===== src/rtl/program_loader_pkg.sv =====
// ---------------------------------------------------------------------------
// program_loader_pkg
//   Shared types and constants for the boot-time program loader.
//   - ldr_state_e : loader FSM state encoding (3 bits)
//   - ldr_hdr_t   : layout of the 32-bit stream header word
//   - is_loading  : true in the states that consume stream bytes
// ---------------------------------------------------------------------------
package program_loader_pkg;

  localparam int LDR_HDR_BYTES = 4;
  localparam int LDR_CNT_W     = 16;

  typedef enum logic [2:0] {
    LDR_IDLE  = 3'd0,
    LDR_HDR   = 3'd1,
    LDR_DATA  = 3'd2,
    LDR_INSTR = 3'd3,
    LDR_RUN   = 3'd4,
    LDR_ERR   = 3'd5
  } ldr_state_e;

  // Header word after little-endian packing: D_CNT arrives first, so it
  // lands in the low half.
  typedef struct packed {
    logic [LDR_CNT_W-1:0] i_cnt;
    logic [LDR_CNT_W-1:0] d_cnt;
  } ldr_hdr_t;

  function automatic logic is_loading(input ldr_state_e st);
    return (st == LDR_HDR) || (st == LDR_DATA) || (st == LDR_INSTR);
  endfunction

endpackage


===== src/rtl/program_loader_if.sv =====
// ---------------------------------------------------------------------------
// program_loader_if
//   Byte-stream handshake from the host/UART side into the loader.
//   s_valid : source has a byte on s_data
//   s_data  : stream byte
//   s_ready : loader accepts the byte this cycle
//   modport master : byte source
//   modport slave  : loader
// ---------------------------------------------------------------------------
interface program_loader_if;
  logic       s_valid;
  logic [7:0] s_data;
  logic       s_ready;

  modport master (output s_valid, output s_data, input  s_ready);
  modport slave  (input  s_valid, input  s_data, output s_ready);
endinterface


===== src/rtl/program_loader_word_packer.sv =====
// ---------------------------------------------------------------------------
// word_packer
//   Packs accepted stream bytes into little-endian words (first byte ends up
//   in bits [7:0]) and pulses word_valid for one cycle after the last byte
//   of a word has been accepted. A partial word is held across any gap.
//   clk, rst    : clock, asynchronous active-high reset
//   clear       : synchronous restart of the byte counter (new load)
//   accept      : a byte is being taken this cycle
//   byte_in     : the byte being taken
//   word_valid  : one-cycle pulse, word holds a complete word
//   word        : packed word
// ---------------------------------------------------------------------------
module word_packer #(
  parameter int DATA_WIDTH = 32
) (
  input  logic                  clk,
  input  logic                  rst,
  input  logic                  clear,
  input  logic                  accept,
  input  logic [7:0]            byte_in,
  output logic                  word_valid,
  output logic [DATA_WIDTH-1:0] word
);

  localparam int BYTES = DATA_WIDTH / 8;
  localparam int CW    = $clog2(BYTES);

  logic [CW-1:0]         cnt_q;
  logic                  valid_q;
  logic [DATA_WIDTH-1:0] sr_q;

  // NOTE: sequential state is always updated with <= so every flop samples
  // the pre-edge values and the block order inside a process does not matter.
  always_ff @(posedge clk or posedge rst) begin
    if (rst) begin
      cnt_q   <= '0;
      valid_q <= 1'b0;
    end else if (clear) begin
      cnt_q   <= '0;
      valid_q <= 1'b0;
    end else begin
      valid_q <= accept && (cnt_q == CW'(BYTES - 1));
      if (accept) cnt_q <= cnt_q + 1'b1;
    end
  end

  // NOTE: the shift register is pure datapath and is only consumed while
  // word_valid is high, so it is deliberately left out of reset.
  always_ff @(posedge clk) begin
    if (accept) sr_q <= {byte_in, sr_q[DATA_WIDTH-1:8]};
  end

  assign word_valid = valid_q;
  assign word       = sr_q;

endmodule


===== src/rtl/program_loader.sv =====
// ---------------------------------------------------------------------------
// program_loader
//   Boot-time loader in front of the rv32i_sc core. Receives a byte stream
//   {D_CNT[15:0], I_CNT[15:0]} (both LE) followed by D_CNT data words and
//   I_CNT instruction words, writes them into the data and instruction
//   BRAMs, keeps the PC stalled and the data-BRAM port on loader control
//   until both images are in, then releases the core.
//   clk, rst              : clock, asynchronous active-high reset
//   start                 : one-cycle pulse, begin a new load (IDLE/RUN/ERR)
//   s                     : byte stream (slave side)
//   i_w_* / d_w_*         : instruction / data BRAM write ports
//   pc_stall              : high whenever the core is not running
//   d_init_done           : data-BRAM mux select, core owns the port when 1
//   load_done             : image loaded, core running
//   load_err              : header counts exceeded BRAM capacity
// ---------------------------------------------------------------------------
module program_loader
  import program_loader_pkg::*;
#(
  parameter int ADDR_WIDTH = 12,
  parameter int DATA_WIDTH = 32,
  parameter int I_WORDS    = 1024,
  parameter int D_WORDS    = 1024
) (
  input  logic                    clk,
  input  logic                    rst,
  input  logic                    start,
  program_loader_if.slave         s,
  output logic [ADDR_WIDTH-1:0]   i_w_addr,
  output logic [DATA_WIDTH-1:0]   i_w_dat,
  output logic                    i_w_enb,
  output logic [DATA_WIDTH/8-1:0] i_w_byte_enb,
  output logic [ADDR_WIDTH-1:0]   d_w_addr,
  output logic [DATA_WIDTH-1:0]   d_w_dat,
  output logic                    d_w_enb,
  output logic [DATA_WIDTH/8-1:0] d_w_byte_enb,
  output logic                    pc_stall,
  output logic                    d_init_done,
  output logic                    load_done,
  output logic                    load_err
);

  ldr_state_e           state_q, state_d;
  logic [LDR_CNT_W-1:0] idx_q, idx_d;
  logic [LDR_CNT_W-1:0] d_cnt_q, d_cnt_d;
  logic [LDR_CNT_W-1:0] i_cnt_q, i_cnt_d;

  logic                  accept;
  logic                  clear;
  logic                  word_valid;
  logic [DATA_WIDTH-1:0] word;
  ldr_hdr_t              hdr;
  logic [ADDR_WIDTH-1:0] word_addr;

  // Writes happen in the word_valid cycle, so the stream is held off then.
  assign s.s_ready = is_loading(state_q) && !word_valid;
  assign accept    = s.s_valid && s.s_ready;
  assign hdr       = ldr_hdr_t'(word[31:0]);
  assign word_addr = ADDR_WIDTH'({idx_q, 2'b00});

  word_packer #(.DATA_WIDTH(DATA_WIDTH)) u_packer (
    .clk        (clk),
    .rst        (rst),
    .clear      (clear),
    .accept     (accept),
    .byte_in    (s.s_data),
    .word_valid (word_valid),
    .word       (word)
  );

  always_ff @(posedge clk or posedge rst) begin
    if (rst) begin
      state_q <= LDR_IDLE;
      idx_q   <= '0;
      d_cnt_q <= '0;
      i_cnt_q <= '0;
    end else begin
      state_q <= state_d;
      idx_q   <= idx_d;
      d_cnt_q <= d_cnt_d;
      i_cnt_q <= i_cnt_d;
    end
  end

  // NOTE: every variable driven here gets a default first, so no path can
  // leave it unassigned and infer a latch.
  always_comb begin
    state_d = state_q;
    idx_d   = idx_q;
    d_cnt_d = d_cnt_q;
    i_cnt_d = i_cnt_q;
    clear   = 1'b0;

    unique case (state_q)
      LDR_IDLE, LDR_RUN, LDR_ERR: begin
        if (start) begin
          state_d = LDR_HDR;
          idx_d   = '0;
          clear   = 1'b1;
        end
      end

      LDR_HDR: begin
        if (word_valid) begin
          d_cnt_d = hdr.d_cnt;
          i_cnt_d = hdr.i_cnt;
          idx_d   = '0;
          if (int'(hdr.d_cnt) > D_WORDS || int'(hdr.i_cnt) > I_WORDS)
            state_d = LDR_ERR;
          else if (hdr.d_cnt != '0)
            state_d = LDR_DATA;
          else if (hdr.i_cnt != '0)
            state_d = LDR_INSTR;
          else
            state_d = LDR_RUN;
        end
      end

      LDR_DATA: begin
        if (word_valid) begin
          if (idx_q == d_cnt_q - 1'b1) begin
            idx_d   = '0;
            state_d = (i_cnt_q == '0) ? LDR_RUN : LDR_INSTR;
          end else begin
            idx_d = idx_q + 1'b1;
          end
        end
      end

      LDR_INSTR: begin
        if (word_valid) begin
          if (idx_q == i_cnt_q - 1'b1) begin
            idx_d   = '0;
            state_d = LDR_RUN;
          end else begin
            idx_d = idx_q + 1'b1;
          end
        end
      end

      default: state_d = LDR_IDLE;
    endcase
  end

  // Write ports are driven only in the strobe cycle and read as zero
  // otherwise, which also gives the all-zero reset values.
  assign d_w_enb      = (state_q == LDR_DATA) && word_valid;
  assign d_w_addr     = d_w_enb ? word_addr : '0;
  assign d_w_dat      = d_w_enb ? word : '0;
  assign d_w_byte_enb = {(DATA_WIDTH/8){d_w_enb}};

  assign i_w_enb      = (state_q == LDR_INSTR) && word_valid;
  assign i_w_addr     = i_w_enb ? word_addr : '0;
  assign i_w_dat      = i_w_enb ? word : '0;
  assign i_w_byte_enb = {(DATA_WIDTH/8){i_w_enb}};

  assign pc_stall    = (state_q != LDR_RUN);
  assign d_init_done = (state_q == LDR_RUN);
  assign load_done   = (state_q == LDR_RUN);
  assign load_err    = (state_q == LDR_ERR);

endmodule


===== src/flat_wrapper.sv =====
// flat-port wrapper written by rule: the top's interface ports become plain ports
module program_loader_flat import program_loader_pkg::*;
#(
  parameter int ADDR_WIDTH = 12,
  parameter int DATA_WIDTH = 32,
  parameter int I_WORDS    = 1024,
  parameter int D_WORDS    = 1024
)
  (clk, rst, start, i_w_addr, i_w_dat, i_w_enb, i_w_byte_enb, d_w_addr, d_w_dat, d_w_enb, d_w_byte_enb, pc_stall, d_init_done, load_done, load_err, s_s_valid, s_s_data, s_s_ready);
  program_loader_if s_i ();
  input  logic clk;
  input  logic rst;
  input  logic start;
  output logic [ADDR_WIDTH-1:0] i_w_addr;
  output logic [DATA_WIDTH-1:0] i_w_dat;
  output logic i_w_enb;
  output logic [DATA_WIDTH/8-1:0] i_w_byte_enb;
  output logic [ADDR_WIDTH-1:0] d_w_addr;
  output logic [DATA_WIDTH-1:0] d_w_dat;
  output logic d_w_enb;
  output logic [DATA_WIDTH/8-1:0] d_w_byte_enb;
  output logic pc_stall;
  output logic d_init_done;
  output logic load_done;
  output logic load_err;
  input wire logic [$bits(s_i.s_valid)-1:0] s_s_valid;
  input wire logic [$bits(s_i.s_data)-1:0] s_s_data;
  output wire logic [$bits(s_i.s_ready)-1:0] s_s_ready;
  assign s_i.s_valid = s_s_valid;
  assign s_i.s_data = s_s_data;
  assign s_s_ready = s_i.s_ready;
  program_loader #(.ADDR_WIDTH(ADDR_WIDTH), .DATA_WIDTH(DATA_WIDTH), .I_WORDS(I_WORDS), .D_WORDS(D_WORDS)) u_core (.clk(clk), .rst(rst), .start(start), .s(s_i), .i_w_addr(i_w_addr), .i_w_dat(i_w_dat), .i_w_enb(i_w_enb), .i_w_byte_enb(i_w_byte_enb), .d_w_addr(d_w_addr), .d_w_dat(d_w_dat), .d_w_enb(d_w_enb), .d_w_byte_enb(d_w_byte_enb), .pc_stall(pc_stall), .d_init_done(d_init_done), .load_done(load_done), .load_err(load_err));
endmodule

===== config.mk =====
export PLATFORM = sky130hd
export DESIGN_NAME = program_loader_flat
export DESIGN_NICKNAME = d
export VERILOG_FILES = /design/src/rtl/program_loader_pkg.sv /design/src/rtl/program_loader_if.sv /design/src/rtl/program_loader_word_packer.sv /design/src/rtl/program_loader.sv /design/src/flat_wrapper.sv
export SDC_FILE = /design/constraint.sdc
export NUM_CORES = 1
export LEC_CHECK = 0
export CAP_MARGIN = 30
export CORE_MARGIN = 5
export CORE_UTILIZATION = 45
export DETAILED_ROUTE_END_ITERATION = 10
export PLACE_DENSITY = 0.72
export SETUP_SLACK_MARGIN = 0.1
export SLEW_MARGIN = 5
export SYNTH_ARGS = -nofsm -noshare
export SYNTH_HDL_FRONTEND = slang
export SYNTH_SLANG_ARGS = --single-unit

===== constraint.sdc =====
create_clock -name clk -period 3 [get_ports clk]
set_input_delay 0.6 -clock clk [delete_from_list [all_inputs] [get_ports clk]]
set_output_delay 0.6 -clock clk [all_outputs]
set_load 0.02 [all_outputs]

---- Word-level counts from Yosys, hierarchy flattened ----
Index checks and enable logic that the tools add are counted.
storage, ports and cells
  register bits ........................... 86
  bits of input ports ..................... 12
operators by class
  add/sub/neg operators ................... 4
  $lt $le $gt $ge ......................... 2
  equality and inequality tests ........... 15
  multiplexer cells ....................... 27
  reduce and logical (&&, ||, !) cells .... 19
operators by type and width
  kind                                                                               count
  16-bit two-way mux                                                                 6
  32-bit two-way mux                                                                 2
  16-bit one-hot mux with 4 select lines                                             1
  16-bit == test                                                                     2
  16-bit by 11-bit greater-than comparator with 1-bit output, second input constant  2
  16-bit nonzero test                                                                2
  16-bit by 1-bit subtractor with 16-bit output, second input constant               2
  3-bit two-way mux                                                                  10
  12-bit two-way mux                                                                 2
  16-bit by 1-bit adder with 16-bit output, second input constant                    1
  16-bit zero test                                                                   1
  2-bit != test, second input constant                                               6
  3-bit one-hot mux with 4 select lines                                              1
  3-bit by 2-bit == test with 1-bit output, second input constant                    2
  3-bit == test, second input constant                                               2
  6-bit AND reduction                                                                1
  1-bit logical AND                                                                  5
  5-bit AND reduction                                                                1
  2-bit two-way mux                                                                  2
  4-bit nonzero test                                                                 1
  3-bit by 1-bit == test with 1-bit output, second input constant                    1
  3-bit zero test                                                                    1
  1-bit logical OR                                                                   3
  1-bit two-way mux                                                                  3
  other kinds (7)                                                                    7

---- Logic depth before layout (Yosys ltp) ----
Gate-level depths: netlist of the first run.
  depth after elaboration ................. 7
  depth in mapped cells ................... 11

---- By module ----
A second synthesis of the first run with hierarchy kept.
second synthesis, totals
  cell total of the unflattened synthesis .. 560
  area, all modules ....................... 5330.1 um^2
by module, submodules not included
  module          times used  cells an instance  area each (um^2)
  program_loader  1           517                4244.1
  word_packer     1           43                 1086.0

---- Least setup slack after synthesis of the first run ----
OpenSTA, ideal clock, no wires.
  path type ............................... flip-flop to flip-flop
  start point ............................. register u_core.i_cnt_q[0]
  end point ............................... register u_core.idx_q[5]
  library setup time ...................... 0.128 ns
  arrival ................................. 2.378 ns
  slack ................................... 0.494 ns
  cell stages (with the launch flop) ...... 12
  path buffers ............................ 1
  clock period less this slack ............ 2.506 ns
  cell sequence ........................... dfrtp_1 inv_1 ha_1 nor3b_2 nand4_1 xnor2_1 nor4_1 nand4_1 o32a_4 buf_6 a31oi_1 o22ai_1
on the way
  longest elaborated chain between the ends .. 5
RTL lines
  item                                           RTL line               RTL
  start: declaration                             program_loader.sv:46   logic [LDR_CNT_W-1:0] i_cnt_q, i_cnt_d;
  start signal: assignment                       program_loader.sv:81   i_cnt_q <= i_cnt_d;
  16-bit by 1-bit subtractor with 16-bit output  program_loader.sv:132  if (idx_q == i_cnt_q - 1'b1) begin
  16-bit == test                                 program_loader.sv:132
  16-bit two-way mux                             program_loader.sv:132
  16-bit two-way mux                             program_loader.sv:131  if (word_valid) begin
  16-bit one-hot mux with 4 select lines         program_loader.sv:94   unique case (state_q)
  end signal: assignment                         program_loader.sv:79   idx_q <= idx_d;
  end: declaration                               program_loader.sv:44   logic [LDR_CNT_W-1:0] idx_q, idx_d;
Every way passes these cells. The select of a mux whose other input is x is not followed.
A chain may end at the register's enable or synchronous reset.

---- Worst setup path in the final report of the first run ----
  start point ............................. register u_core.state_q[2]
  end point ............................... output port i_w_addr[9]
on the way
  longest elaborated chain between the ends .. 3
RTL lines
  item                                      RTL line               RTL
  start: declaration                        program_loader.sv:43   ldr_state_e state_q, state_d;
  start signal: assignment                  program_loader.sv:78   state_q <= state_d;
  3-bit by 2-bit == test with 1-bit output  program_loader.sv:152  assign i_w_enb = (state_q == LDR_INSTR) && word_valid;
  1-bit logical AND                         program_loader.sv:152
  12-bit two-way mux                        program_loader.sv:153  assign i_w_addr = i_w_enb ? word_addr : '0;
  end: declaration                          flat_wrapper.sv:14     output logic [ADDR_WIDTH-1:0] i_w_addr;
Every way passes these cells.

==> results of run 1 <==
-- flip-flops by register name, indices dropped and copies added (netlist names) --
name,count
u_core.u_packer.word,32
u_core.d_cnt_q,16
u_core.i_cnt_q,16
u_core.idx_q,16
u_core.state_q,3
u_core.u_packer.cnt_q,2
u_core.u_packer.word_valid,1
-- layer usage --
metal / up-vias / routed length (µm) / global-route usage, %
met1: 2201 / 6250 / 26.3
met3: 36 / 865 / 3.39
met2: 169 / 7890 / 36.9
met5: - / 13 / 0
li1: 2149 / - / -
met4: 2 / 388 / 7.58
-- critical path, delay by kind of cell (launching register included) --
kind          cells  cell delay (ps)
buf+inv           2              800
flops             1              460
simple gates      3              640
-- logic make-up after synthesis --
group | count (synthesis) | synth area share (%)
AND/OR/NAND/NOR | 242 | 26.4
flip-flops | 86 | 43.7
buffers and inverters | 78 | 6.62
AO/OA/AOI/OAI | 62 | 7.83
XOR/XNOR | 47 | 7.78
multiplexers | 31 | 6.48
adder cells (fa/ha/maj) | 5 | 1.18
other | 1 | 0.0709
-- layout make-up --
cell class	count	area share (%)
clock inverters	4	1.11
well taps	143	2.56
flip-flops and latches	86	33.1
repair buffers	133	20.2
inverters	18	0.968
clock buffers	12	3.67
multi-input cells	391	38.3
-- power by group through the flow --
stage	logic, mW	clock network, mW	registers (mW)
4_1_cts	1.20	1.26	1.74
3_3_place_gp	1.11	0	1.76
3_5_place_dp	1.16	0	1.76
2_1_floorplan	0.943	0	1.52
5_1_grt	1.36	1.30	1.77
6_report	1.25	1.25	1.75
-- Yosys cell counts, drive strengths merged, types with 2 or more instances --
cell / number / area share [%]
xnor2: 28 / 4.6
nor2: 23 / 1.6
mux2i: 5 / 0.95
clkbuf: 43 / 3.0
nand3: 20 / 1.9
a31o: 2 / 0.33
dfrtp: 54 / 26
nor2b: 4 / 0.47
nor3b: 4 / 0.66
xor2: 19 / 3.1
nor3: 15 / 1.5
o311ai: 7 / 1.2
nand4b: 3 / 0.50
nand2: 37 / 2.7
and3: 84 / 9.9
or2: 4 / 0.47
inv: 18 / 1.3
o31ai: 3 / 0.43
o21ai: 20 / 1.9
ha: 5 / 1.2
nand3b: 2 / 0.28
a31oi: 10 / 1.2
a21oi: 9 / 0.85
or3: 3 / 0.35
edfxtp: 32 / 18
o22ai: 2 / 0.24
nand2b: 5 / 0.59
nand4: 16 / 2.0
mux2: 26 / 5.5
nor4: 16 / 2.4
buf: 17 / 2.3
-- worst max-delay path by stage --
stage / from / endpoint / cells after the start
after CTS: u_core.state_q[2]$_DFFE_PP0P_ / d_w_addr[8] / 6
final: u_core.state_q[2]$_DFFE_PP0P_ / i_w_addr[9] / 5
after floorplan: u_core.i_cnt_q[0]$_DFFE_PP0P_ / u_core.idx_q[5]$_DFFE_PP0P_ / 11
after global placement: start / u_core.state_q[0]$_DFFE_PP0P_ / 6
after global routing: u_core.i_cnt_q[0]$_DFFE_PP0P_ / u_core.idx_q[8]$_DFFE_PP0P_ / 11
after detailed placement: u_core.d_cnt_q[0]$_DFFE_PP0P_ / u_core.idx_q[15]$_DFFE_PP0P_ / 9
-- repair_timing --
item,4_1_cts,5_1_grt
endpoints found under the setup margin,92,73
gates cloned,2,1
pin swaps,0,2
setup buffers,1,2
resized for setup,39,38
-- through the flow --
step	util [%]	area, µm²	power (mW)	hold slack, ps	std cells
2_1_floorplan	-	5300	2.46	464	555
3_3_place_gp	56.3	6460	2.87	511	764
3_5_place_dp	56.4	6470	2.92	515	765
4_1_cts	59.5	6820	4.19	534	784
5_1_grt	60.9	6980	4.43	550	787
6_report	60.9	6980	4.24	533	787
-- cell usage in the layout, fill, tap and decap left out, types with 19 or more instances in the layout --
cell	Yosys	routed
mux2_2	26	26
dfrtp_1	54	53
clkdlybuf4s50_1	0	39
o21ai_0	20	20
edfxtp_1	32	32
nand2_1	36	36
xnor2_1	28	28
xor2_1	19	19
and3_1	84	84
dlygate4sd2_1	0	37
nand3_1	20	20
dlymetal6s2s_1	0	34
nor2_1	23	22
==> impl_metrics.toml, run 1 <==
[logic_synthesis]
ys_warn_count = 0
postSynthCellCount = 552
async_reset_ff_share_pct = 62.8
ys_ff_latch = 86
avgSynthCellArea_um2 = 9.59
synth_enable_flop_cells = 32
synth_cell_types = 56
netlist_area_um2 = 5290
synthFlopType = "dfrtp_1"
ys_seq_area_share_pct = 43.7

[clock_network]
path_clk_slew_ps = 60
cts_buffers = 9
root_buffer = "clkbuf_16"
cts.path.max_buffers = 2
cts_max_level = 3
insertion_delay_ps = 340
hold_buffers = 0
cts_tree = "done"
cts_num_sinks = 86

[sta]
setup_viol = 0
finalSetupTns_ps = 0
finalClockSkew_ps = 6.16
rsz0062_at_grt = "false"
relSlewSlack_pct = 65.1
period_minus_slack_ps = 2830
tightest_slew_ps = 519
period_share_pct = 94.4
post-route-worst-setup-slack_ps = 168
maxSlewViolCount = 0
hold_viol_final = 0
fmax_mhz = 353

[global_routing]
grt_pass1_wl_um = 24200
grt_max_degree = 55
grt_pass1_vias = 4578
grt_overflow = 0
antenna_found_initial = 1
grt_usage_pct = 21.1

[critical_path]
r2r_cells = 9
timing.rr.start = "u_core.d_cnt_q[0]$_DFFE_PP0P_"
path_cells = "nand2b_2, nor2_4, buf_12, and3_1, clkdlybuf4s50_1"
cpMaxStageDelayCell = "clkdlybuf4s50_1"
start_kind = "register"
crit_type = "reg -> out"
r2r_setup_slack_ps = 270
cp_max_fo = 25
arrival_ps = 2230
max_stage_delay_ps = 620
worstPathRequired_ps = 2400
worstSetupEndpointType = "primary output"
rr_endpoint = "u_core.idx_q[8]$_DFFE_PP0P_"

[floorplanning]
die_area_um2 = 14000
rows = 39
io_pins = 115
die_height_um = 118
core_area_um2 = 11500
die_x_um = 118
initial_core_util_pct = 46.2

[place]
dpl.hpwl_um = 10300
pre_cts_ws_ps = 230
io_buffers = 110
place_congestion = 0.941

[layout]
multi_input_area_um2 = 2670
ff_latch_area_um2 = 2310
drive_gt1_share_pct = 13.4
nets = 656
area_growth_pct = 31.9
diodes = 0
fill_cells = 930

[power]
peakVddDrop_v = 0.000409
p_sw_share_pct = 35.0
clkPwrFrac_pct = 29.4
pwr-share-seq_pct = 41.2
p_int_mw = 2.76
p_switching_mw = 1.48
power.leakage_nw = 3.86
p_per_area_nw_per_um2 = 607
p_comb_share_pct = 29.4

[drt]
totalWireLength_um = 15400
drtPass1Iterations = 7
avgRoutedWirePerCell_um = 19.6
vias = 4557
drt-initial-drc-count = 321
viasPerCell = 5.79
drc = 0
drtAntennaViolNets = 0

[min_path]
hold_path_end = "u_core.u_packer.cnt_q[1]$_DFFE_PP0P_"
min_path_type = "reg -> reg"
holdCritStartpoint = "u_core.u_packer.cnt_q[1]$_DFFE_PP0P_"
hold_depth = 2

[run_status]
status = "completed"

[run]
maxCapViolCount = 0
Note: power is estimated with default switching activity, not from simulation.
==> inputs of run 2 (changes only) <==
--- a/config.mk
+++ b/config.mk
@@ -9,6 +9,7 @@
 export CORE_MARGIN = 5
 export CORE_UTILIZATION = 45
 export DETAILED_ROUTE_END_ITERATION = 10
+export GPL_TIMING_DRIVEN = 0
 export PLACE_DENSITY = 0.72
 export SETUP_SLACK_MARGIN = 0.1
 export SLEW_MARGIN = 5
==> impl_metrics.toml, run 2 (same netlist as run 1, synthesis figures left out) <==
[run_status]
status = "completed"

[critical_path]
worstSetupEndpointType = "primary output"
cp_max_fo = 10
arrival_ps = 2200
crit_type = "reg -> out"
timing.rr.start = "u_core.idx_q[2]$_DFFE_PP0P_"
start_kind = "register"
cp-startpoint = "u_core.state_q[2]$_DFFE_PP0P_"
worstPathRequired_ps = 2400

[sta]
maxSlewViolCount = 0
setup_viol = 0
holdWs_ps = 532
relSlewSlack_pct = 55.3
tightest_slew_ps = 670
post-route-worst-setup-slack_ps = 195
hold_viol_final = 0
rsz0062_at_grt = "false"
fmax_mhz = 357
period_minus_slack_ps = 2800
finalClockSkew_ps = 6.76
period_share_pct = 93.5
finalSetupTns_ps = 0

[drt]
avgRoutedWirePerCell_um = 19.7
drt-initial-drc-count = 547
totalWireLength_um = 16300
drc = 0
viasPerCell = 5.91
drtPass1Iterations = 5
vias = 4903
drtAntennaViolNets = 0

[power]
power.leakage_nw = 3.79
peakVddDrop_v = 0.000372
finalPower_mw = 4.23
p_per_area_nw_per_um2 = 598

[layout]
drive_gt1_share_pct = 15.2
layout.cells.most_common = "and3_1"
largest_reg_flops = 32
diodes = 0
nets = 698
final_area_um2 = 7080
utilization_pct = 61.7
final_cell_mix = "84 x and3_1, 69 x dlygate4sd2_1, 53 x dfrtp_1, 36 x nand2_1, 32 x edfxtp_1"
area_growth_pct = 33.7
stdcell_count = 829

[floorplanning]
initial_core_util_pct = 46.2
die_area_um2 = 14000
die_x_um = 118
io_pins = 115
die_height_um = 118
core_area_um2 = 11500
rows = 39

[place]
dp.cells = 810
pre_cts_ws_ps = -587
dpl_cell_area_um2 = 6630
place_congestion = 0.928
dpl.hpwl_um = 11800
io_buffers = 110

[global_routing]
grt_usage_pct = 22.7
grt_max_degree = 33
grt_pass1_vias = 4868
antenna_found_initial = 0
grt_pass1_wl_um = 25900
grt_overflow = 0

[min_path]
holdCritStartpoint = "u_core.u_packer.cnt_q[1]$_DFFE_PP0P_"
min_path_type = "reg -> reg"

[clock_network]
cts_buffers = 9
cts_max_level = 3
path_clk_slew_ps = 60
cts_num_sinks = 86
hold_buffers = 0
root_buffer = "clkbuf_16"
cts_tree = "done"
insertion_delay_ps = 330
cts.path.max_buffers = 2

[run]
maxCapViolCount = 0
## run 2: cell count changes in the layout (fill, tap and decap cells not counted), sizes merged, moves of 2 or more
cell | before | now
dlygate4sd2 | 37 | 69
clkdlybuf4s50 | 39 | 21
clkbuf | 13 | 50
clkdlybuf4s15 | 0 | 4
buf | 21 | 26
dlymetal6s2s | 34 | 16
clkinv | 0 | 2
## run 2: path summary, 6_finish.rpt
check | cells after the start | endpoint | slack [ps]
min in group asynchronous | 2 | u_core.idx_q[3]$_DFFE_PP0P_ | 620
min reg2reg | 2 | u_core.u_packer.cnt_q[1]$_DFFE_PP0P_ | 530
max | 6 | d_w_dat[31] | 200
max reg2reg | 9 | u_core.idx_q[14]$_DFFE_PP0P_ | 220
min | 2 | u_core.u_packer.cnt_q[1]$_DFFE_PP0P_ | 530
max in group asynchronous | 3 | u_core.i_cnt_q[0]$_DFFE_PP0P_ | 1800
## run 2: layer usage
metal | GRT usage [%] | wire, µm | share of wire [%]
met5 | 0 | 0 | 0
met4 | 5.39 | 277 | 1.7
met3 | 4.82 | 1170 | 7.2
met2 | 39.6 | 8250 | 51
met1 | 29.1 | 6590 | 40
## run 2: power breakdown
group	leakage (nW)	switching [mW]	internal [mW]
sequential	1.04	0.166	1.41
clock	0.158	0.458	0.755
combinational	2.59	0.891	0.548
total	3.79	1.52	2.71
## run 2: repair_timing
action / CTS / global route
resized for setup: 103 / 31
setup buffers: 3 / 4
pin swaps: 2 / 5
setup endpoints to repair: 110 / 41
## run 2: critical path: stages (launching register included)
cell and delay [ps]:
dfrtp_1 450, nand2b_2 270, nor2_4 210, clkbuf_4 240, clkbuf_4 220, and3_1 180
clkdlybuf4s15_1 300
## run 2: final cells by class
cell class / count / area [µm²]
timing repair buffer: 119 / 1170
fill: 973 / 4390
sequential: 86 / 2310
multi-input combinational: 391 / 2720
buffer: 56 / 308
inverter: 18 / 67.6
clock buffer: 11 / 243
clock inverter: 5 / 81.3
tap: 143 / 179
==> RTL change, RTL diff (settings of run 2) <==
Re-encode `ldr_state_e` (6 states) as one-hot, 6 bits wide.
--- a/src/rtl/program_loader_pkg.sv
+++ b/src/rtl/program_loader_pkg.sv
@@ -12,9 +12,9 @@
 
-  typedef enum logic [2:0] {
-    LDR_IDLE  = 3'd0,
-    LDR_HDR   = 3'd1,
-    LDR_DATA  = 3'd2,
-    LDR_INSTR = 3'd3,
-    LDR_RUN   = 3'd4,
-    LDR_ERR   = 3'd5
+  typedef enum logic [5:0] {
+    LDR_IDLE  = 6'b000001,
+    LDR_HDR   = 6'b000010,
+    LDR_DATA  = 6'b000100,
+    LDR_INSTR = 6'b001000,
+    LDR_RUN   = 6'b010000,
+    LDR_ERR   = 6'b100000
   } ldr_state_e;
Formal check against the unedited RTL: no difference found for any inputs over 10 cycles, from zero or initial values and one cycle with rst high; not proved beyond that.
==> RTL change against run 2 <==
The flow now finishes with violations (negative setup slack). Sequential power barely moved. Synthesized cell count rose by 7.1%. Critical path depth rose by 5. Setup slack got worse by 0.24 ns. Clock skew rose by 0.0027 ns. Wire length rose by 16%. Cell area rose by 17%. Synthesized area rose by 5.5%. Power fell by 0.50%. Sequential cell count rose by 3. Largest power group unchanged.
==> RTL change: results (changes against run 2) <==
* Dpl cell area at 0.00697 mm2 (+5.1%)
* Worst setup margin at -0.0474 ns (-0.243 ns)
* Post-synth EDFFs at 32 (unchanged)
* Leak Pwr at 0.00369 uW (-2.5%)
* Switching share of power at 0.348 (-0.0103)
* Via count at 5393 (+10%)
* Worst Hold Path Cells at 1 (-1)
* Violated checks: negative setup slack
* CTS resizes at 482 (+370%)
* Synth unique cells at 66 (+18%)
* Detail Placement HPWL at 12.6 mm (+6.1%)
* Clock-pin slew on the worst setup and hold paths at roughly 0.070 ns
* Critical Path Start: u_core.d_cnt_q[6]$_DFFE_PP0P_
* R2R depth at 11 (+2)
* Drt wl/cell at 20.4 um (+3.8%)
* Proportion of layout cells with a drive suffix above 1 at 0.445 (+0.293)
* Vias in the first global route at 5235 (+7.5%)
* Port bufs at 110 (unchanged)
* Status: complete, but fails checks
* Final-stage net count at 772 (+11%)
* H-tree depth at 3 (unchanged)
* Clk_lat worst skew at 0.35 ns (+0.02 ns)
* TNS Setup at -0.794 ns (-0.794 ns)
* ANT cells at 0 (unchanged)
* GRT Overall Usage at 0.245 (+0.0175)
* Post-synth top cells: dfrtp_1, and3_1, nand2_1, and2_1
* Initial DRC Count at 441 (-19%)
* # setup viols final at 41 (+41)
* Worst Min Path Start: u_core.d_cnt_q[15]$_DFFE_PP0P_
* Sequential element share of the synthesized area at 0.428 (-0.00924)
* Hold_ws at 0.532 ns (-0.000181 ns)
* Clock Skews at 0.00943 ns (+0.00267 ns)
* Worst Path Max Fanout at 6 (-4)
* Crit-path slowest cell: or4_4
* WHS Endpoint: u_core.d_cnt_q[15]$_DFFE_PP0P_
* First-pass GRT wire length at 28.4 mm (+9.6%)
* Max FFs per register at 32 (unchanged)
* Clock Tree Root: clkbuf_16
* Postcts setup bufs at 26 (+23)
* Min-delay worst type: flip-flop to flip-flop
* Dominant cells by area after synthesis: dfrtp_1, edfxtp_1, mux2_2
* Crit path largest cell delay at 0.57 ns (+0.12 ns)
* CP top delay family: simple AND/OR/NAND/NOR gates
* Async S/R FF share, synth at 0.640 (+0.0125)
* Largest net degree at the start of global routing at 42 (+27%)
* Initial antenna violation count at 0 (unchanged)
* Final GP Congestion at 0.927 (-0.14%)
* Clk buf depth at 2 (unchanged)
* Reg2Reg Capture Point: u_core.idx_q[6]$_DFFE_PP0P_
* Tightest Pin Transition at 0.776 ns (+0.106 ns)
* Max VDD drop at 0.303 mV (-19%)
* First-pass detailed-route iteration total at 7 (+2)
* Post-synth top flop: dfrtp_1
* Arrival time worst endpoint at 3.26 ns (+1.06 ns)
* CTS buffer count at 9 (unchanged)
* YS warnings at 0 (unchanged)
## RTL change: routing by layer
metal	track usage	routed length, um	up-vias	part of all wire
li1	-	-	2458	-
met1	0.310	7320	2628	0.39
met2	0.420	9710	264	0.51
met3	0.0485	1370	43	0.072
met4	0.0756	535	0	0.028
met5	0	0	-	0
## RTL change: cell type report
class	count	area [um2]
Fill cell	896	3850
Multi-Input combinational cell	437	3340
Sequential cell	89	2400
Timing Repair Buffer	157	1610
Buffer	46	335
Clock buffer	10	229
Tap cell	168	210
Clock inverter	6	90.1
Inverter	15	56.3
## RTL change: cell families after synthesis
logic type / Yosys count / synth area share
and+or+nand+nor: 262 / 0.259
AOI/OAI and AO/OA: 93 / 0.114
DFF: 89 / 0.428
buffers and inverters: 68 / 0.0571
xor gates and xnor gates: 37 / 0.0580
muxes: 36 / 0.0724
adders and majority gates: 5 / 0.0112
other: 1 / 0.000671
## RTL change: how the worst max path moves through the flow
stage                             endpoint  slack, ns
6_report       u_core.idx_q[6]$_DFFE_PP0P_      -0.05
5_1_grt        u_core.idx_q[6]$_DFFE_PP0P_      -0.14
4_1_cts                        d_w_dat[29]      -0.16
3_5_place_dp                   d_w_dat[27]      -0.87
3_3_place_gp               i_w_byte_enb[0]      -1.63
2_1_floorplan              i_w_byte_enb[0]       0.11
## RTL change: power groups by stage
stage,logic [uW],clock network (uW),registers (uW)
3_3_place_gp,1010,0,1590
5_1_grt,1500,1300,1600
4_1_cts,1270,1240,1570
2_1_floorplan,809,0,1530
3_5_place_dp,1060,0,1590
6_report,1400,1230,1580
## RTL change: metrics by stage
stage          setup slack, ns  cells  power [uW]
3_5_place_dp            -0.867    875        2650
4_1_cts                 -0.162    916        4080
5_1_grt                 -0.141    928        4400
6_report               -0.0474    928        4210
2_1_floorplan            0.107    594        2340
3_3_place_gp             -1.63    872        2600
